--- src/rtl/sum_result_fifo.sv ---
// sum_result_fifo: FIFO for {carry, sum} results from the upstream 4-bit adder.
// Latency: one cycle from push to out_valid (no empty bypass); the head shows through directly.
// Backpressure: in_ready = !full and ignores out_ready. Optional stats counters are enabled by SUM_RESULT_FIFO_STATS_EN.
module sum_result_fifo #(
  parameter int DEPTH = 4,
  parameter int WIDTH = 4
) (
  input  logic                     clk,
  input  logic                     reset,
  input  logic                     in_valid,
  input  logic [WIDTH-1:0]         in_sum,
  input  logic                     in_carry,
  output logic                     in_ready,
  output logic                     out_valid,
  input  logic                     out_ready,
  output logic [WIDTH-1:0]         out_sum,
  output logic                     out_carry,
  output logic [$clog2(DEPTH):0]   count,
  output logic                     full,
  output logic                     empty
`ifdef SUM_RESULT_FIFO_STATS_EN
  ,
  output logic [7:0]               carry_cnt,
  output logic [7:0]               drop_cnt
`endif
);

  localparam int AW = $clog2(DEPTH);
  localparam int CW = AW + 1;

  // Each entry is the raw {carry, sum} pair; nothing is computed on it.
  logic [WIDTH:0]  mem [DEPTH];
  logic [AW-1:0]   wr_ptr;
  logic [AW-1:0]   rd_ptr;
  logic [WIDTH:0]  head;
  logic            push;
  logic            pop;

  assign full      = (count == CW'(DEPTH));
  assign empty     = (count == '0);
  assign in_ready  = !full;
  assign out_valid = !empty;
  assign push      = in_valid && !full;
  assign pop       = out_ready && !empty;

  // Head entry is masked to zero while empty so stale storage never leaks out.
  assign head      = mem[rd_ptr];
  assign out_sum   = empty ? '0 : head[WIDTH-1:0];
  assign out_carry = empty ? 1'b0 : head[WIDTH];

  // Storage write; contents are not cleared by reset since they are masked while empty.
  always_ff @(posedge clk) begin
    if (push && !reset) begin
      mem[wr_ptr] <= {in_carry, in_sum};
    end
  end

  // Pointers wrap naturally because DEPTH is a power of two; count tracks occupancy.
  always_ff @(posedge clk) begin
    if (reset) begin
      wr_ptr <= '0;
      rd_ptr <= '0;
      count  <= '0;
    end else begin
      if (push) wr_ptr <= wr_ptr + AW'(1);
      if (pop)  rd_ptr <= rd_ptr + AW'(1);
      if (push && !pop)      count <= count + CW'(1);
      else if (pop && !push) count <= count - CW'(1);
    end
  end

`ifdef SUM_RESULT_FIFO_STATS_EN
  // Saturating counters: carries among accepted pushes, and cycles offering data while full.
  always_ff @(posedge clk) begin
    if (reset) begin
      carry_cnt <= '0;
      drop_cnt  <= '0;
    end else begin
      if (push && in_carry && carry_cnt != 8'hFF) carry_cnt <= carry_cnt + 8'd1;
      if (in_valid && full && drop_cnt != 8'hFF)  drop_cnt  <= drop_cnt + 8'd1;
    end
  end
`endif

endmodule

--- config.mk ---
export PLATFORM = sky130hd
export DESIGN_NAME = sum_result_fifo
export DESIGN_NICKNAME = d
export VERILOG_FILES = /design/src/rtl/sum_result_fifo.sv
export SDC_FILE = /design/constraint.sdc
export NUM_CORES = 1
export LEC_CHECK = 0
export ABC_AREA = 1
export BUFFER_PORTS_ARGS = -buffer_cell sky130_fd_sc_hd__buf_2
export CAP_MARGIN = 20
export CORE_ASPECT_RATIO = 0.6
export CORE_UTILIZATION = 50
export CTS_CLUSTER_DIAMETER = 150
export DETAILED_ROUTE_END_ITERATION = 10
export PLACE_DENSITY_LB_ADDON = 0.05
export SLEW_MARGIN = 20
export SYNTH_ARGS = -nofsm -noshare
export SYNTH_HDL_FRONTEND = slang
export SYNTH_SLANG_ARGS = --single-unit
--- constraint.sdc ---
create_clock -name clk -period 1.9 [get_ports clk]
set_input_delay 0.19 -clock clk [delete_from_list [all_inputs] [get_ports clk]]
set_output_delay 0.19 -clock clk [all_outputs]
set_load 0.02 [all_outputs]
Word-level counts from Yosys, hierarchy flattened

Memory sizes are Yosys's and may differ from the RTL's. A register that Yosys moved wholly into a read port is not among the register bits.
Cells that the tools add are included.
Widths: inputs -> output; s select.

Register bits: 7
Bits in latches: 0
Bits in writable memories: 20
Memory bits (read-only): 0
Input port bits: 9
Memories: 1

Add/sub/neg operators: 4
$mul: 0
Divide/modulo/power cells: 0
Magnitude comparators: 0
Equal/unequal tests: 1
Shift operators: 0
Multiplexer cells: 8
Bitwise logic cells: 0
Reduce and logical (&&, ||, !) cells: 12

Memories:

| memory | words | width | rd ports | clocked after Yosys merged registers in | write ports | line | RTL |
|---|---|---|---|---|---|---|---|
| mem    | 4     | 5     | 1        | 1                                       | 1           | 32   | `logic [WIDTH:0] mem [DEPTH];` |

Operator list:

| kind                | number |
|---|---|
| $mux 3              | 2 |
| $logic_and 1x1->1   | 5 |
| $logic_not 1->1     | 5 |
| $add 2x1->2 const B | 2 |
| $mux 2              | 2 |
| $mux 4              | 1 |
| $add 3x1->3 const B | 1 |
| $eq 3x3->1 const B  | 1 |
| $logic_not 3->1     | 1 |
| $mux 1              | 3 |
| $sub 3x1->3 const B | 1 |
| $reduce_bool 2->1   | 1 |

Longest topological paths before layout

Word-level depth: 7
Gate-level depth with buffers: 13

Worst setup path before layout

No wires, ideal clock.

Kind: register to register
Start point: reg count[0]
End point: reg count[2]
Arrival: 1801 ps
Required time: 1787 ps
Slack: -14 ps
Cell stages (with the launch flop): 14
Period minus slack after synthesis: 1914 ps
Cell sequence: dfxtp_1 > nor2_4 > nand2_4 > inv_4 > nor2_4 > ha_1 > inv_1 > fa_1 > inv_1 > nand2_1 > nand3_1 > nand2_1 > nand2_1 > nor2_1

Longest elaborated chain between the ends: 6

Ends and longest elaborated chain:

| item                               | line | RTL |
|---|---|---|
| start, declared                    | 18   | `output logic [$clog2(DEPTH):0] count,` |
| start signal, assigned             | 67   | `if (push && !pop) count <= count + CW'(1);` |
| start signal, assigned             | 68   | `else if (pop && !push) count <= count - CW'(1);` |
| $eq 3x3->1 *                       | 39   | `assign full = (count == CW'(DEPTH));` |
| $logic_not 1->1 *                  | --   |  |
| via in_ready                       | 13   | `output logic in_ready,` |
| $logic_and 1x1->1 *                | 43   | `assign push = in_valid && !full;` |
| via push                           | 36   | `logic push;` |
| $logic_not 1->1                    | 68   |  |
| $logic_and 1x1->1                  | 68   |  |
| $reduce_bool 2->1 (no source line) | --   |  |

The timed path passes the listed nets; every way through them passes the cells marked *. The select of a mux whose other input is x is not followed.
A chain may end at the register's enable or synchronous reset.

Final worst setup path

Start point: reg count[1]
End point: reg count[2]

Longest elaborated chain between the ends: 6

Ends and longest elaborated chain:

| item |
|---|
| branches (longest 6 deep; another with $sub 3x1->3) |

Several ways; the timed one is not identified. The select of a mux whose other input is x is not followed.

==> flow_summary.json <==
{
  "outcome": "completed",
  "powerDensity_mw_per_mm2": 1512,
  "syn_area_per_cell_um2": 10.12,
  "worstHoldPathCells": 2,
  "gp_congestion": 0.7781,
  "drt-total-wl_mm": 2.495,
  "clk_transition_reported_paths_ns": 0.07,
  "timing.clock.skew_ns": 0.008688,
  "ios": 21,
  "port-buffer-count": 20,
  "fin_cells": 189,
  "synth.yosys.seq_area_share_pct": 59.83,
  "utilization_pct": 66.96,
  "netlist_area_mm2": 0.001305,
  "drtAntennaViolNets": 0,
  "antennaDiodeCount": 0,
  "fp.dieH_um": 41.57,
  "cts_made_buffers": 5,
  "clock.fmax_ghz": 0.5599,
  "combPwrFrac_pct": 42.6,
  "globalRouteTotalUtil_pct": 20.79,
  "ys_types": 17,
  "hp-class": "primary input to register",
  "cts_tree": "yes",
  "endpoint_kind": "register",
  "syn2layout_area_growth_pct": 18.50,
  "dieArea_mm2": 0.002825,
  "fin_crit_sh_pct": 94.00,
  "wl_per_cell_um": 13.20,
  "swShare_pct": 42.17,
  "most-common-layout-cells": "nor2_1 (31), buf_2 (20), edfxtp_1 (20)",
  "dr.first_iter.drc_count": 58,
  "worstPathRequired_ns": 2.08,
  "pwr-share-clk_pct": 20.6,
  "crit_type": "register to register",
  "p_switching_mw": 0.9861,
  "start_util_pct": 56.50,
  "slew_violations": 0,
  "overflow": 0,
  "cts-root-buf": "clkbuf_8",
  "drive_above_1_share_pct": 25.79,
  "htree_levels": 2,
  "die_w_um": 67.96,
  "rows": 13,
  "critPathMaxFanout": 5,
  "p_seq_share_pct": 36.8,
  "finalPower_mw": 2.338,
  "rsz0062_at_grt": "no",
  "yosys.area.top_type_share_pct": 46.02,
  "via_per_inst": 4.979,
  "antenna_found_initial": 0,
  "dr.pass1.iters": 4,
  "drc": 0,
  "yosys_warnings": 0,
  "period_needed_ns": 1.786,
  "power.leakage_nw": 0.6628,
  "vdd_ir_drop_max_v": 0.0006299,
  "dp_hpwl_mm": 1.897,
  "startpoint_type": "register",
  "hold_viol": 0,
  "yosysTopAreaCell": "edfxtp_1",
  "first_global_vias": 855,
  "grt_start_max_net_pins": 11,
  "slew-limit-headroom_pct": 68.84,
  "intPower_mw": 1.352,
  "place_inst": 181,
  "syn_inst": 129,
  "final_common_cell": "nor2_1",
  "clockBufferDepth": 2,
  "fp.coreArea_mm2": 0.002310,
  "finalSetupViolCount": 0,
  "clk_latency_ns": 0.28,
  "grt_first_pass_wirelength_mm": 4.036,
  "synth_nets": 144,
  "cp.arrival_ns": 1.96,
  "r2r.worst_path.cells": 10,
  "maxCapViolations": 0,
  "nets": 173,
  "via_count": 941,
  "ys_seq_elements": 29,
  "worst_slew_pin_slew_ns": 0.4656,
  "tns_ns": 0,
  "synthTopCellsByArea": "edfxtp_1 (46%), dfxtp_1 (14%), nor2_1 (8.9%)",
  "cts_sinks": 29
}
[worst paths after layout]
path / to / slack, ns / start
hold reg to reg: rd_ptr[0] / 0.50 / rd_ptr[0]
hold / removal: count[0] / 0.12 / reset
setup / recovery: count[2] / 0.11 / count[1]
setup reg to reg: count[2] / 0.11 / count[1]
[cell type report]
cell class | count | area [um^2]
sequential | 29 | 783.3
fill | 185 | 763.2
multi-input combinational | 81 | 446.7
timing repair buffer | 23 | 122.6
inverter | 18 | 70.07
clock buffer | 5 | 68.82
tap | 30 | 37.54
clock inverter | 3 | 17.52
[metrics by stage]
stage	hold slack, ns	worst slack [ns]	area (um^2)
CTS	0.1117	0.09308	1545
global placement	0.4059	0.1930	1459
finish	0.1200	0.1139	1546
detailed placement	0.4148	0.09187	1459
global route	0.1270	0.01117	1546
floorplan	0.2550	0.02352	1306
[metal layers]
| metal | vias up | part of all wire [%] | routed length [um] | track usage (%) |
|---|---|---|---|---|
| met5 | - | 0 | 0 | 0 |
| met4 | 0 | 1.2 | 29 | 8.333 |
| met3 | 5 | 5.5 | 137 | 7.418 |
| met2 | 21 | 45 | 1132 | 29.61 |
| met1 | 437 | 48 | 1196 | 28.73 |
| li1 | 478 | - | - | - |
[worst max-delay path, stage by stage (launching register included)]
cell and delay [ns]:
dfxtp_2 0.35, nor2_4 0.17, nand2_4 0.10, nand2_4 0.09, ha_1 0.16, inv_1 0.06, fa_1 0.38, nand2_1 0.08
nand3_1 0.11, nor2_1 0.13, nor2_1 0.06
[cell families after synthesis]
logic type | count (synthesis) | share of synthesized area (%)
compound gates | 21 | 8.054
xor+xnor | 1 | 0.6713
fa+ha+maj | 6 | 6.328
buf+inv | 19 | 5.945
flops | 29 | 59.83
simple gates | 53 | 19.18
[synthesized netlist by cell type]
master	count
buf_4	1
a21oi_1	10
nor2_4	2
xor2_1	1
nand2_2	2
nand2_4	3
nand3_1	4
ha_1	5
edfxtp_1	20
o21ai_0	11
nand2_1	10
nor2_1	31
inv_4	1
inv_1	17
fa_1	1
dfxtp_1	9
nand3b_1	1
[what timing repair did]
action / CTS / global route
hold buffers: 0 / 0
gates resized for setup: 0 / 1
setup buffers: 0 / 0
setup endpoints to repair: 0 / 1
[power groups by stage]
stage	Sequential, mW	Clock (mW)	Combinational, mW
3_3_place_gp	0.867	0	0.956
4_1_cts	0.859	0.492	0.996
2_1_floorplan	0.889	0	0.670
6_report	0.861	0.481	0.996
5_1_grt	0.874	0.526	1.10
3_5_place_dp	0.870	0	0.993
[sequential cells by signal, indices dropped and copies added (netlist names), named ones only]
signal and cells:
rd_ptr 2, mem 20, wr_ptr 2, count 3
(Power assumes the default switching activity.)
